**src/rtl/bpsk_frame_controller.sv**
```systemverilog
// bpsk_frame_controller
//   Receive-path sequencer between the BPSK bit demodulator and a byte consumer.
//   It waits for demodulator lock, hunts for SYNC_WORD, captures a length byte, then
//   packs payload bits MSB-first into bytes and queues them in a FIFO. A bit-gap timer
//   and a lock monitor abort stalled or broken frames.
//   Optional macro BPSK_FRAME_CRC8_EN: a CRC-8 byte (poly 0x07, init 0) over the length
//   byte and the payload follows the payload and is checked before frame_done.
// Ports
//   clock, reset     : system clock, asynchronous active-high reset
//   enable           : run; low forces IDLE and flushes the FIFO
//   lock             : demodulator lock
//   bit_in/bit_valid : demodulated bit and its 1-cycle strobe
//   demod_clear      : 1-cycle integrator reset request to the demodulator
//   out_data/out_valid/out_ready : FIFO head, valid/ready handshake
//   frame_len        : length byte of the most recent frame
//   frame_start/frame_done/frame_error : 1-cycle frame event pulses
//   busy             : frame reception in progress (SYNC..CHECK)
module bpsk_frame_controller #(
    parameter logic [15:0] SYNC_WORD      = 16'hA5C3,
    parameter int          FIFO_DEPTH     = 4,
    parameter int          TIMEOUT_CYCLES = 4096
) (
    input  logic       clock,
    input  logic       reset,
    input  logic       enable,
    input  logic       lock,
    input  logic       bit_in,
    input  logic       bit_valid,
    output logic       demod_clear,
    output logic [7:0] out_data,
    output logic       out_valid,
    input  logic       out_ready,
    output logic [7:0] frame_len,
    output logic       frame_start,
    output logic       frame_done,
    output logic       frame_error,
    output logic       busy
);
    localparam int AW = $clog2(FIFO_DEPTH);
    localparam int CW = AW + 1;
    localparam logic [15:0] TMO_LIMIT = 16'(TIMEOUT_CYCLES);

    typedef enum logic [2:0] {IDLE, HUNT, SYNC, LENGTH, PAYLOAD, CHECK, DONE} state_t;

`ifdef BPSK_FRAME_CRC8_EN
    localparam state_t TAIL = CHECK;
`else
    localparam state_t TAIL = DONE;
`endif

    state_t        state, nstate;
    logic [15:0]   shreg;
    logic [4:0]    sync_cnt;       // bits seen since SYNC entry, saturates at 16
    logic [7:0]    byte_sr;
    logic [2:0]    bcnt;
    logic [7:0]    bytes_left;
    logic [15:0]   tmo;
    logic          push_pend;      // byte completed last cycle, written this cycle
    logic [7:0]    push_data;
    logic [7:0]    mem [FIFO_DEPTH];
    logic [AW-1:0] wr_ptr, rd_ptr;
    logic [CW-1:0] cnt;
`ifdef BPSK_FRAME_CRC8_EN
    logic [7:0]    crc, crc_nx;
`endif

    logic [15:0] shreg_nx;
    logic [7:0]  byte_nx;
    logic        byte_end, in_frame, pop, push, full, overflow, abort, flush;
    logic        start_evt, done_evt, err_evt, clr_evt;

    assign shreg_nx = {shreg[14:0], bit_in};
    assign byte_nx  = {byte_sr[6:0], bit_in};
    assign byte_end = bit_valid && (bcnt == 3'd7);
    assign in_frame = (state == SYNC) || (state == LENGTH) || (state == PAYLOAD) || (state == CHECK);
    assign busy     = in_frame;
    assign out_valid = (cnt != '0);
    assign out_data  = mem[rd_ptr];
    assign pop      = out_valid && out_ready;
    assign full     = (cnt == CW'(FIFO_DEPTH));
    assign overflow = push_pend && full && !pop;
    assign push     = push_pend && !overflow;
    assign abort    = in_frame && (!lock || (tmo >= TMO_LIMIT) || overflow);
    assign flush    = !enable || overflow;

`ifdef BPSK_FRAME_CRC8_EN
    assign crc_nx = {crc[6:0], 1'b0} ^ ((crc[7] ^ bit_in) ? 8'h07 : 8'h00);
`endif

    always_comb begin
        nstate    = state;
        start_evt = 1'b0;
        err_evt   = 1'b0;
        clr_evt   = 1'b0;
        if (!enable) begin
            nstate = IDLE;
        end else if (abort) begin
            nstate  = HUNT;
            err_evt = 1'b1;
            clr_evt = 1'b1;
        end else begin
            case (state)
                IDLE: nstate = HUNT;
                HUNT: if (lock) begin
                    nstate  = SYNC;
                    clr_evt = 1'b1;
                end
                SYNC: if (bit_valid && sync_cnt >= 5'd15 && shreg_nx == SYNC_WORD) begin
                    nstate    = LENGTH;
                    start_evt = 1'b1;
                end
                LENGTH: if (byte_end) nstate = (byte_nx != 8'd0) ? PAYLOAD : TAIL;
                // leave only once the last byte has actually been written
                PAYLOAD: if (push_pend && bytes_left == 8'd0) nstate = TAIL;
`ifdef BPSK_FRAME_CRC8_EN
                CHECK: if (byte_end) begin
                    if (byte_nx == crc) begin
                        nstate = DONE;
                    end else begin
                        nstate  = HUNT;
                        err_evt = 1'b1;
                        clr_evt = 1'b1;
                    end
                end
`endif
                DONE:    nstate = HUNT;
                default: nstate = IDLE;
            endcase
        end
        done_evt = (nstate == DONE);
    end

    always_ff @(posedge clock or posedge reset) begin
        if (reset) begin
            state       <= IDLE;
            shreg       <= '0;
            sync_cnt    <= '0;
            byte_sr     <= '0;
            bcnt        <= '0;
            bytes_left  <= '0;
            tmo         <= '0;
            push_pend   <= 1'b0;
            push_data   <= '0;
            frame_len   <= '0;
            frame_start <= 1'b0;
            frame_done  <= 1'b0;
            frame_error <= 1'b0;
            demod_clear <= 1'b0;
`ifdef BPSK_FRAME_CRC8_EN
            crc         <= '0;
`endif
        end else begin
            state       <= nstate;
            frame_start <= start_evt;
            frame_done  <= done_evt;
            frame_error <= err_evt;
            demod_clear <= clr_evt;

            if (bit_valid || nstate != state)
                tmo <= '0;
            else if (tmo != 16'hFFFF)
                tmo <= tmo + 16'd1;

            // every state change restarts bit collection from scratch
            if (nstate != state) begin
                shreg    <= '0;
                sync_cnt <= '0;
                byte_sr  <= '0;
                bcnt     <= '0;
            end else if (bit_valid) begin
                if (state == SYNC) begin
                    shreg <= shreg_nx;
                    if (sync_cnt != 5'd16) sync_cnt <= sync_cnt + 5'd1;
                end
                if (state == LENGTH || state == PAYLOAD || state == CHECK) begin
                    byte_sr <= byte_nx;
                    bcnt    <= bcnt + 3'd1;
                end
            end

            if (state == LENGTH && byte_end && (nstate == PAYLOAD || nstate == TAIL)) begin
                frame_len  <= byte_nx;
                bytes_left <= byte_nx;
            end

            push_pend <= (state == PAYLOAD) && byte_end && (nstate == PAYLOAD);
            if (state == PAYLOAD && byte_end && nstate == PAYLOAD) begin
                push_data  <= byte_nx;
                bytes_left <= bytes_left - 8'd1;
            end

`ifdef BPSK_FRAME_CRC8_EN
            if (state == SYNC)
                crc <= '0;
            else if (bit_valid && (state == LENGTH || (state == PAYLOAD && nstate == PAYLOAD)))
                crc <= crc_nx;
`endif
        end
    end

    // Payload FIFO; push and pop may coincide even when full
    always_ff @(posedge clock or posedge reset) begin
        if (reset) begin
            wr_ptr <= '0;
            rd_ptr <= '0;
            cnt    <= '0;
            for (int i = 0; i < FIFO_DEPTH; i++) mem[i] <= '0;
        end else if (flush) begin
            wr_ptr <= '0;
            rd_ptr <= '0;
            cnt    <= '0;
        end else begin
            if (push) begin
                mem[wr_ptr] <= push_data;
                wr_ptr      <= wr_ptr + AW'(1);
            end
            if (pop) rd_ptr <= rd_ptr + AW'(1);
            cnt <= cnt + CW'(push) - CW'(pop);
        end
    end
endmodule
```
**config.mk**
```make
export PLATFORM = sky130hd
export DESIGN_NAME = bpsk_frame_controller
export DESIGN_NICKNAME = d
export VERILOG_FILES = /design/src/rtl/bpsk_frame_controller.sv
export SDC_FILE = /design/constraint.sdc
export NUM_CORES = 1
export LEC_CHECK = 0
export ABC_AREA = 1
export CAP_MARGIN = 20
export CORE_AREA = 8 8 104 106
export DETAILED_ROUTE_END_ITERATION = 10
export DIE_AREA = 0 0 112 114
export MAX_ROUTING_LAYER = met4
export PLACE_DENSITY = 0.89
export SYNTH_ARGS = -nofsm -noshare
export SYNTH_HDL_FRONTEND = slang
export SYNTH_SLANG_ARGS = --single-unit
```
**constraint.sdc**
```tcl
create_clock -name clock -period 10.1 [get_ports clock]
set_clock_uncertainty 0.15 [all_clocks]
set_input_delay 1.515 -clock clock [delete_from_list [all_inputs] [get_ports clock]]
set_output_delay 1.515 -clock clock [all_outputs]
set_load 0.1 [all_outputs]
```
==> results.yml, run 1 <==
place:
  io_buffers: 28
  hpwl_um: 8610
  gp_congestion: 0.933
  dp_cells: 782
global_route:
  grt_usage_pct: 22.9
  grt-ovfl-total: 0
  grt_pass1_vias: 4798
  grt_max_degree: 69
  grt_antenna_before_repair: 0
  grt_pass1_wl_um: 23100
cells_and_area:
  area_delta_synth_final_pct: 15.9
  fin_util_pct: 74.6
  layout.nets: 714
  layout_common_cells: "nand2_1 (157), dfrtp_1 (117), nor2_1 (82)"
  layout_commonest_cell: "nand2_1"
  fillers: 591
  drive_above_1_share_pct: 14.8
  instances_no_fill: 814
  diodes: 0
setup_path:
  reg2reg_depth: 13
  critPathMaxFanout: 19
  start_kind: "register"
  cp.arrival_ns: 3.35
  crit_path_frequent_cell: "o21ai_0"
  crit_type: "register to output port"
  crit_required_ns: 8.44
  cp_slowest_cell: "clkdlybuf4s50_1"
  end_kind: "output port"
  rrSetupSlack_ns: 7.29
  cpPeakStageDelay_ns: 1.16
  regToRegEndpoint: "shreg[10]"
  path_cells: "clkinv_1, a21oi_1, o21ai_0, o21ai_0, clkdlybuf4s50_1"
  r2r_start: "sync_cnt[0]"
synth:
  post-synth-top-area-fraction_pct: 49.9
  yosys.area_share.simple_pct: 23.0
  yosysSeqAreaShare_pct: 49.9
  synthAdderAreaFrac_pct: 3.54
  synth_top_family_by_area: "simple AND/OR/NAND/NOR gates"
  postSynthCellCount: 653
  synthDistinctLibCells: 34
  synthMuxAreaShare_pct: 5.76
  yosys.area.top_type: "dfrtp_1"
  synthXorXnorAreaFrac_pct: 3.44
  synth_area_um2: 5860
  synth_flop_cell: "dfrtp_1"
  syn_nets: 676
  ys.warnings.count: 0
  synthArstFlopShare_pct: 100
  ys_ff_latch: 117
  avgSynthCellArea_um2: 8.98
  synth_edf_count: 0
  synth-compound-area-share_pct: 8.41
  synth_area_leaders: "dfrtp_1 (50%), nand2_1 (10%), mux2_2 (5.8%), nor2_1 (5.3%), inv_1 (4.3%)"
sta:
  maxSlewViolCount: 0
  hold_ws_ns: 0.324
  rsz0062_at_grt: "no"
  finalSetupTns_ns: 0
  hold_violations: 0
  fmax_mhz: 199
  max-slew-margin-rel_pct: 32.3
  tightestPinTransition_ns: 1.01
  setup_viol: 0
  min_period_ns: 5.01
  finalCritPeriodShare_pct: 49.6
floorplanning:
  die_w_um: 112
  dieArea_um2: 12800
  core-area_um2: 9110
  pin_count: 29
  die_h_um: 114
  start_util_pct: 64.4
  rows: 35
outcome:
  status: "completed"
detailed_routing:
  num_vias: 4778
  wl_um: 13600
  wl_per_cell_um: 16.7
  postRouteAntennaNets: 0
  drcViolationCount: 0
  viasPerCell: 5.87
  dr.pass1.iters: 7
  drtIter0Drc: 392
power_and_ir_drop:
  peakVddDrop_uv: 113
  total_power_w: 0.00138
  switchingPower_w: 0.000451
  pwr-share-seq_pct: 35.9
  p_leak_nw: 3.24
  power.internal_w: 0.000928
  pwr-share-comb_pct: 21.8
  power.density_nw_per_um2: 203
  clkPwrFrac_pct: 42.2
  swShare_pct: 32.7
clock_network:
  clock-sinks: 117
  cts-resized-gates: 0
  clk_path_buf_depth: 2
  cts_buffers: 17
  postCtsHoldBufs: 0
  clock_latency_ns: 0.51
  cts-htree-levels: 4
  cts_tree: "built"
  clk_pin_slew_worst_paths_ns: 0.06
  root_buffer: "clkbuf_8"
  postCtsSetupRepairBufs: 0
min_path:
  hold_depth: 2
  hp-start: "frame_len[4]"
  hold_class: "register to register"
  hold_end: "frame_len[4]"
flow_run:
  max-cap-violations: 0
through the flow:
stage	setup WS [ns]	instance area [um^2]
after CTS	5.09	6790
after global routing	4.84	6800
after global placement	5.72	6220
final	5.09	6800
after detailed placement	5.60	6220
after floorplan	5.33	5860
worst max-delay path: cells and delay by family (launching register included):
| family | cells | cell delay, ns |
|---|---|---|
| flops | 1 | 0.63 |
| compound gates | 3 | 0.48 |
| buf+inv | 2 | 1.73 |
how the worst max path moves through the flow:
stage,start,end,depth (start not counted),slack (ns)
after global placement,bit_valid,shreg[2],6,5.72
after floorplan,reset,bcnt[0],1,5.33
after global routing,rd_ptr[0],out_data[0],5,4.84
after detailed placement,bit_valid,shreg[9],6,5.60
final,rd_ptr[0],out_data[0],5,5.09
after CTS,rd_ptr[0],out_data[0],5,5.09
power groups by stage:
stage	sequential (W)	clock [W]	combinational [W]
finish	0.000495	0.000583	0.000301
global route	0.000497	0.000607	0.000323
global placement	0.000501	0	0.000290
floorplan	0.000500	0	0.000244
detailed placement	0.000503	0	0.000298
CTS	0.000495	0.000585	0.000301
routing by layer:
layer / vias to the layer above / GRT usage, % / wire length [um]
li1: 2193 / - / -
met2: 210 / 38.0 / 6880
met3: 36 / 5.23 / 809
met5: - / - / 0
met1: 2339 / 26.6 / 5620
met4: 0 / 9.53 / 312
cells in the mapped netlist (8+ instances only):
cell / instances
nand2_1: 157
dfrtp_1: 117
nor2_1: 82
inv_1: 67
mux2_2: 30
nand3_1: 30
o21ai_0: 28
a21oi_2: 25
xor2_1: 17
ha_1: 15
nand4_1: 13
nor3_1: 8
o211ai_1: 8
cells by family (layout without fill, tap and decap cells):
logic type / after synthesis / count (layout)
simple gates: 311 / 311
flops: 117 / 117
buf+inv: 82 / 132
compound gates: 74 / 74
mux: 30 / 30
xor+xnor: 23 / 23
fa+ha+maj: 16 / 16
layout make-up:
| cell class | count | area, um^2 | area share (%) |
|---|---|---|---|
| sequential | 117 | 2930 | 43.1 |
| multi-input combinational | 454 | 2590 | 38.1 |
| clock buffer | 21 | 439 | 6.46 |
| timing repair buffer | 30 | 295 | 4.34 |
| inverter | 71 | 274 | 4.03 |
| tap | 111 | 139 | 2.04 |
| clock inverter | 10 | 131 | 1.93 |
flip-flops by register name (all words and copies together), names as in the netlist, 5 cells and up:
name / count
tmo: 16
frame_len: 8
sync_cnt: 5
shreg: 15
mem: 32
bytes_left: 8
push_data: 8
byte_sr: 7
No activity file was read; power rests on OpenSTA's default activity.
==> run 2: changes to the inputs <==
--- a/config.mk
+++ b/config.mk
@@ -7,11 +7,11 @@
 export LEC_CHECK = 0
 export ABC_AREA = 1
 export CAP_MARGIN = 20
-export CORE_AREA = 8 8 104 106
+export CORE_AREA = 8 8 108 110
 export DETAILED_ROUTE_END_ITERATION = 10
-export DIE_AREA = 0 0 112 114
+export DIE_AREA = 0 0 116 118
 export MAX_ROUTING_LAYER = met4
-export PLACE_DENSITY = 0.89
+export PLACE_DENSITY = 0.84
 export SYNTH_ARGS = -nofsm -noshare
 export SYNTH_HDL_FRONTEND = slang
 export SYNTH_SLANG_ARGS = --single-unit
==> constraint.sdc (replaced) <==
create_clock -name clock -period 5.2 [get_ports clock]
set_clock_uncertainty 0.15 [all_clocks]
set_input_delay 0.78 -clock clock [delete_from_list [all_inputs] [get_ports clock]]
set_output_delay 0.78 -clock clock [all_outputs]
set_load 0.1 [all_outputs]
==> run 2 against run 1 <==
  * First-iteration DRC count down 18%
  * Final cell count up 3.3%
  * Sequential share of layout area down 0.079 points
  * Combinational power up 96%
  * Core utilization down 6.5 points
  * Register-to-register slack worse by 4.6 ns
  * Non-clock buffer count up 1
  * Via count down 2.3%
  * Wire length down 3.0%
  * Critical path type unchanged
  * Largest cell class unchanged
  * Highest routed layer unchanged
==> results.yml, run 2 (synthesis gave the netlist of run 1 again) <==
setup_path:
  regToRegEndpoint: "bcnt[0]"
  crit_required_ns: 4.27
  crit_type: "register to output port"
  cp.arrival_ns: 3.33
  crit_end: "out_data[0]"
  reg2reg_depth: 13
  critPathMaxFanout: 19
  critPathLaunch: "rd_ptr[0]"
  r2r_start: "sync_cnt[1]"
  end_kind: "output port"
  start_kind: "register"
  rrSetupSlack_ns: 2.67
floorplanning:
  rows: 37
  die_h_um: 118
  pin_count: 29
  core-area_um2: 10000
  dieArea_um2: 13700
  start_util_pct: 58.6
  die_w_um: 116
detailed_routing:
  drcViolationCount: 0
  dr.pass1.iters: 5
  num_vias: 4667
  drtIter0Drc: 320
  wl_um: 13200
  wl_per_cell_um: 15.7
  viasPerCell: 5.55
  postRouteAntennaNets: 0
global_route:
  grt_pass1_vias: 4694
  grt_max_degree: 64
  grt-ovfl-total: 0
  grt_pass1_wl_um: 22400
  grt_antenna_before_repair: 0
  grt_usage_pct: 21.2
cells_and_area:
  diodes: 0
  design_area_um2: 6810
  seqCellArea_um2: 2930
  fillers: 752
  drive_above_1_share_pct: 15.0
  layout.nets: 715
  largest_reg_flops: 32
  max_flop_register: "mem"
  area_delta_synth_final_pct: 16.2
  largest_registers: "mem x32, tmo x16, shreg x15"
  multi_input_area_um2: 2590
  layout_common_cells: "nand2_1 (157), dfrtp_1 (117), nor2_1 (82)"
  layout_commonest_cell: "nand2_1"
sta:
  setup_viol: 0
  max-slew-margin-rel_pct: 33.5
  min_period_ns: 4.26
  tightestPinTransition_ns: 0.994
  finalSetupTns_ns: 0
  maxSlewViolCount: 0
  fmax_mhz: 235
  hold_violations: 0
  rsz0062_at_grt: "no"
  finalCritPeriodShare_pct: 81.9
clock_network:
  clk_path_buf_depth: 2
  postCtsSetupRepairBufs: 0
  clk_pin_slew_worst_paths_ns: 0.06
  cts_buffers: 17
  root_buffer: "clkbuf_8"
  postCtsHoldBufs: 0
  cts-resized-gates: 0
  clock_latency_ns: 0.53
  cts-htree-levels: 4
  cts_tree: "built"
  clock-sinks: 117
power_and_ir_drop:
  peakVddDrop_uv: 323
  p_leak_nw: 3.23
  power.density_nw_per_um2: 385
place:
  gp_congestion: 0.907
  hpwl_um: 8610
  postPlaceCellArea_um2: 6260
  io_buffers: 28
flow_run:
  max-cap-violations: 0
min_path:
  hold_class: "register to register"
outcome:
  status: "completed"
run 2: changes by cell type in the layout (fill, tap and decap cells not counted):
| cell | previous run | this run |
|---|---|---|
| bufinv_16 | 3 | 1 |
| clkbuf_8 | 2 | 4 |
| clkinvlp_4 | 1 | 3 |
| buf_4 | 2 | 3 |
| clkinv_4 | 1 | 0 |
run 2: power breakdown:
group,leakage (nW),switching (W),internal (W)
Combinational,1.37,0.000452,0.000138
Clock,0.264,0.000403,0.000666
Sequential,1.60,0.0000303,0.000932
run 2: final cells by class:
type	count	share of cell area, %
inverter	71	4.02
multi-input combinational	454	38.0
clock inverter	9	1.14
clock buffer	23	6.85
tap	136	2.50
timing repair buffer	31	4.45
sequential	117	43.0
run 2: worst max-delay path: stages, from the launching register on:
cell and delay [ns]:
dfrtp_1 0.64, clkinv_1 0.53, a21oi_1 0.25, o21ai_0 0.10
o21ai_0 0.10, clkdlybuf4s50_1 1.18
run 2: worst min path at each step:
stage | from | endpoint | depth (start not counted)
after detailed placement | frame_len[4] | frame_len[4] | 2
after floorplan | bytes_left[7] | bytes_left[7] | 2
after CTS | frame_len[7] | frame_len[7] | 2
after global routing | frame_len[3] | frame_len[3] | 2
after global placement | frame_len[7] | frame_len[7] | 2
final | frame_len[7] | frame_len[7] | 2
run 2: metrics by stage:
stage / utilization, % / std cells / worst slack [ns] / hold WS, ns / power [W]
2_1_floorplan: - / 653 / 1.17 / 0.320 / 0.00145
3_3_place_gp: 62.7 / 809 / 1.64 / 0.311 / 0.00154
3_5_place_dp: 62.7 / 809 / 1.56 / 0.313 / 0.00156
4_1_cts: 68.1 / 841 / 0.987 / 0.324 / 0.00263
5_1_grt: 68.1 / 841 / 0.785 / 0.346 / 0.00272
6_report: 68.1 / 841 / 0.943 / 0.323 / 0.00262
run 2: per-layer routing:
layer / routed length (um) / track usage (%) / vias to the layer above
met5: 0 / - / -
met4: 279 / 9.98 / 0
met3: 739 / 5.64 / 27
met2: 6660 / 32.9 / 177
met1: 5530 / 25.0 / 2273
li1: - / - / 2190
==> run 3: changes to the inputs <==
==> constraint.sdc (replaced) <==
create_clock -name clock -period 4.29 [get_ports clock]
set_clock_uncertainty 0.15 [all_clocks]
set_input_delay 0.6435 -clock clock [delete_from_list [all_inputs] [get_ports clock]]
set_output_delay 0.6435 -clock clock [all_outputs]
set_load 0.1 [all_outputs]
==> run 3 against run 2 <==
  * Via count hardly changed
  * Cell area is 0.83% higher
  * Global-route usage is 0.29 points higher
  * Critical endpoint is now out_data[4]
==> results.yml, run 3 (synthesis gave the netlist of run 1 again) <==
floorplanning:
  dieArea_um2: 13700
  core-area_um2: 10000
  die_w_um: 116
  rows: 37
  die_h_um: 118
  start_util_pct: 58.6
  pin_count: 29
cells_and_area:
  largest_registers: "mem x32, tmo x16, shreg x15"
  largest_reg_flops: 32
  fin_util_pct: 68.7
  fillers: 772
  layout_commonest_cell: "nand2_1"
  layout_common_cells: "nand2_1 (157), dfrtp_1 (117), nor2_1 (82)"
  design_area_um2: 6870
  drive_above_1_share_pct: 15.9
  layout.nets: 716
  area_delta_synth_final_pct: 17.1
  diodes: 0
  max_flop_register: "mem"
power_and_ir_drop:
  clkPwrFrac_pct: 43.4
  p_leak_nw: 3.27
  power.internal_w: 0.00215
  pwr-share-comb_pct: 21.9
  swShare_pct: 35.2
  pwr-share-seq_pct: 34.8
  power.density_nw_per_um2: 483
  switchingPower_w: 0.00117
  peakVddDrop_uv: 302
sta:
  maxSlewViolCount: 0
  hold_violations: 0
  min_period_ns: 3.87
  fmax_mhz: 259
  max-slew-margin-rel_pct: 34.5
  finalSetupTns_ns: 0
  tightestPinTransition_ns: 0.980
  setup_viol: 0
  rsz0062_at_grt: "no"
  finalCritPeriodShare_pct: 90.2
detailed_routing:
  dr_wl_met2_um: 6840
  route.met3.wl_um: 689
  num_vias: 4670
  wl_met1_um: 5790
  drtIter0Drc: 377
  routed.top_layer: "met4"
  wl_per_cell_um: 16.2
  postRouteAntennaNets: 0
  wl_um: 13600
  viasPerCell: 5.55
  dr.pass1.iters: 4
  drcViolationCount: 0
clock_network:
  clk_pin_slew_worst_paths_ns: 0.06
  postCtsHoldBufs: 0
  cts_tree: "built"
  root_buffer: "clkbuf_8"
  clock-sinks: 117
  cts-resized-gates: 0
  postCtsSetupRepairBufs: 0
  clock_latency_ns: 0.53
  cts-htree-levels: 4
  cts_buffers: 17
  clk_path_buf_depth: 2
setup_path:
  cpPeakStageDelay_ns: 0.99
  path_cells: "buf_4, clkinv_1, o21ai_0, o22ai_1, clkdlybuf4s50_1"
  end_kind: "output port"
  cp.arrival_ns: 3.07
  critPathMaxFanout: 19
  crit_required_ns: 3.50
  r2r_start: "sync_cnt[0]"
  crit_type: "register to output port"
  crit_buf_inv: 3
  path_delay_family: "buffers and inverters"
  cp_slowest_cell: "clkdlybuf4s50_1"
  critPathLaunch: "rd_ptr[0]"
  start_kind: "register"
min_path:
  hp-start: "frame_len[5]"
  hold_class: "register to register"
global_route:
  grt_pass1_vias: 4750
  grt_antenna_before_repair: 0
  grt_max_degree: 70
  grt-ovfl-total: 0
  grt_pass1_wl_um: 22700
  grt_usage_pct: 21.5
place:
  io_buffers: 28
  gp_congestion: 0.896
  hpwl_um: 8560
  postPlaceCellArea_um2: 6270
flow_run:
  max-cap-violations: 0
outcome:
  status: "completed"
run 3: cell count changes in the layout (fill, tap and decap cells not counted):
cell / delta
clkinv_4: +1
bufinv_16: +1
inv_8: +5
clkdlybuf4s50_1: -2
clkbuf_8: -3
buf_4: +3
inv_6: +5
clkinvlp_4: -1
clkinv_2: -5
clkbuf_1: -3
run 3: layer usage:
metal / global-route usage (%) / up-vias
met5: - / -
met2: 33.8 / 151
met1: 26.1 / 2286
li1: - / 2200
met4: 8.76 / 0
met3: 4.77 / 33
run 3: through the flow:
stage / total power, W / worst slack [ns] / hold WS, ns / instances
floorplan: 0.00175 / 0.396 / 0.320 / 653
global placement: 0.00187 / 0.983 / 0.309 / 810
detailed placement: 0.00189 / 0.875 / 0.312 / 810
CTS: 0.00332 / 0.492 / 0.328 / 842
global route: 0.00343 / 0.287 / 0.351 / 842
finish: 0.00332 / 0.422 / 0.325 / 842
run 3: area by class of cell:
class / count / area, um^2 / share of cell area, %
Tap cell: 136 / 170 / 2.48
Clock inverter: 15 / 184 / 2.68
Sequential cell: 117 / 2930 / 42.6
Multi-Input combinational cell: 454 / 2590 / 37.7
Timing Repair Buffer: 32 / 305 / 4.45
Clock buffer: 17 / 414 / 6.03
Inverter: 71 / 274 / 3.99
run 3: path summary, 6_finish.rpt:
kind | endpoint | slack (ns) | cells past startpoint
max in group asynchronous | tmo[6] | 2.61 | 3
hold reg to reg | frame_len[5] | 0.32 | 2
min in group asynchronous | state[0] | 0.50 | 2
setup reg to reg | shreg[6] | 1.72 | 13
hold / removal | frame_len[5] | 0.32 | 2
setup / recovery | out_data[4] | 0.42 | 5
run 3: power by group through the flow:
| stage | logic, W | registers, W | clock network, W |
|---|---|---|---|
| 2_1_floorplan | 0.000575 | 0.00118 | 0 |
| 3_3_place_gp | 0.000702 | 0.00117 | 0 |
| 3_5_place_dp | 0.000721 | 0.00117 | 0 |
| 4_1_cts | 0.000727 | 0.00115 | 0.00144 |
| 5_1_grt | 0.000779 | 0.00116 | 0.00149 |
| 6_report | 0.000725 | 0.00115 | 0.00144 |
run 3: worst min-delay path, delay by kind of cell (launching register included):
family           cells  cell delay, ns
DFF                  1            0.34
and+or+nand+nor      2            0.10
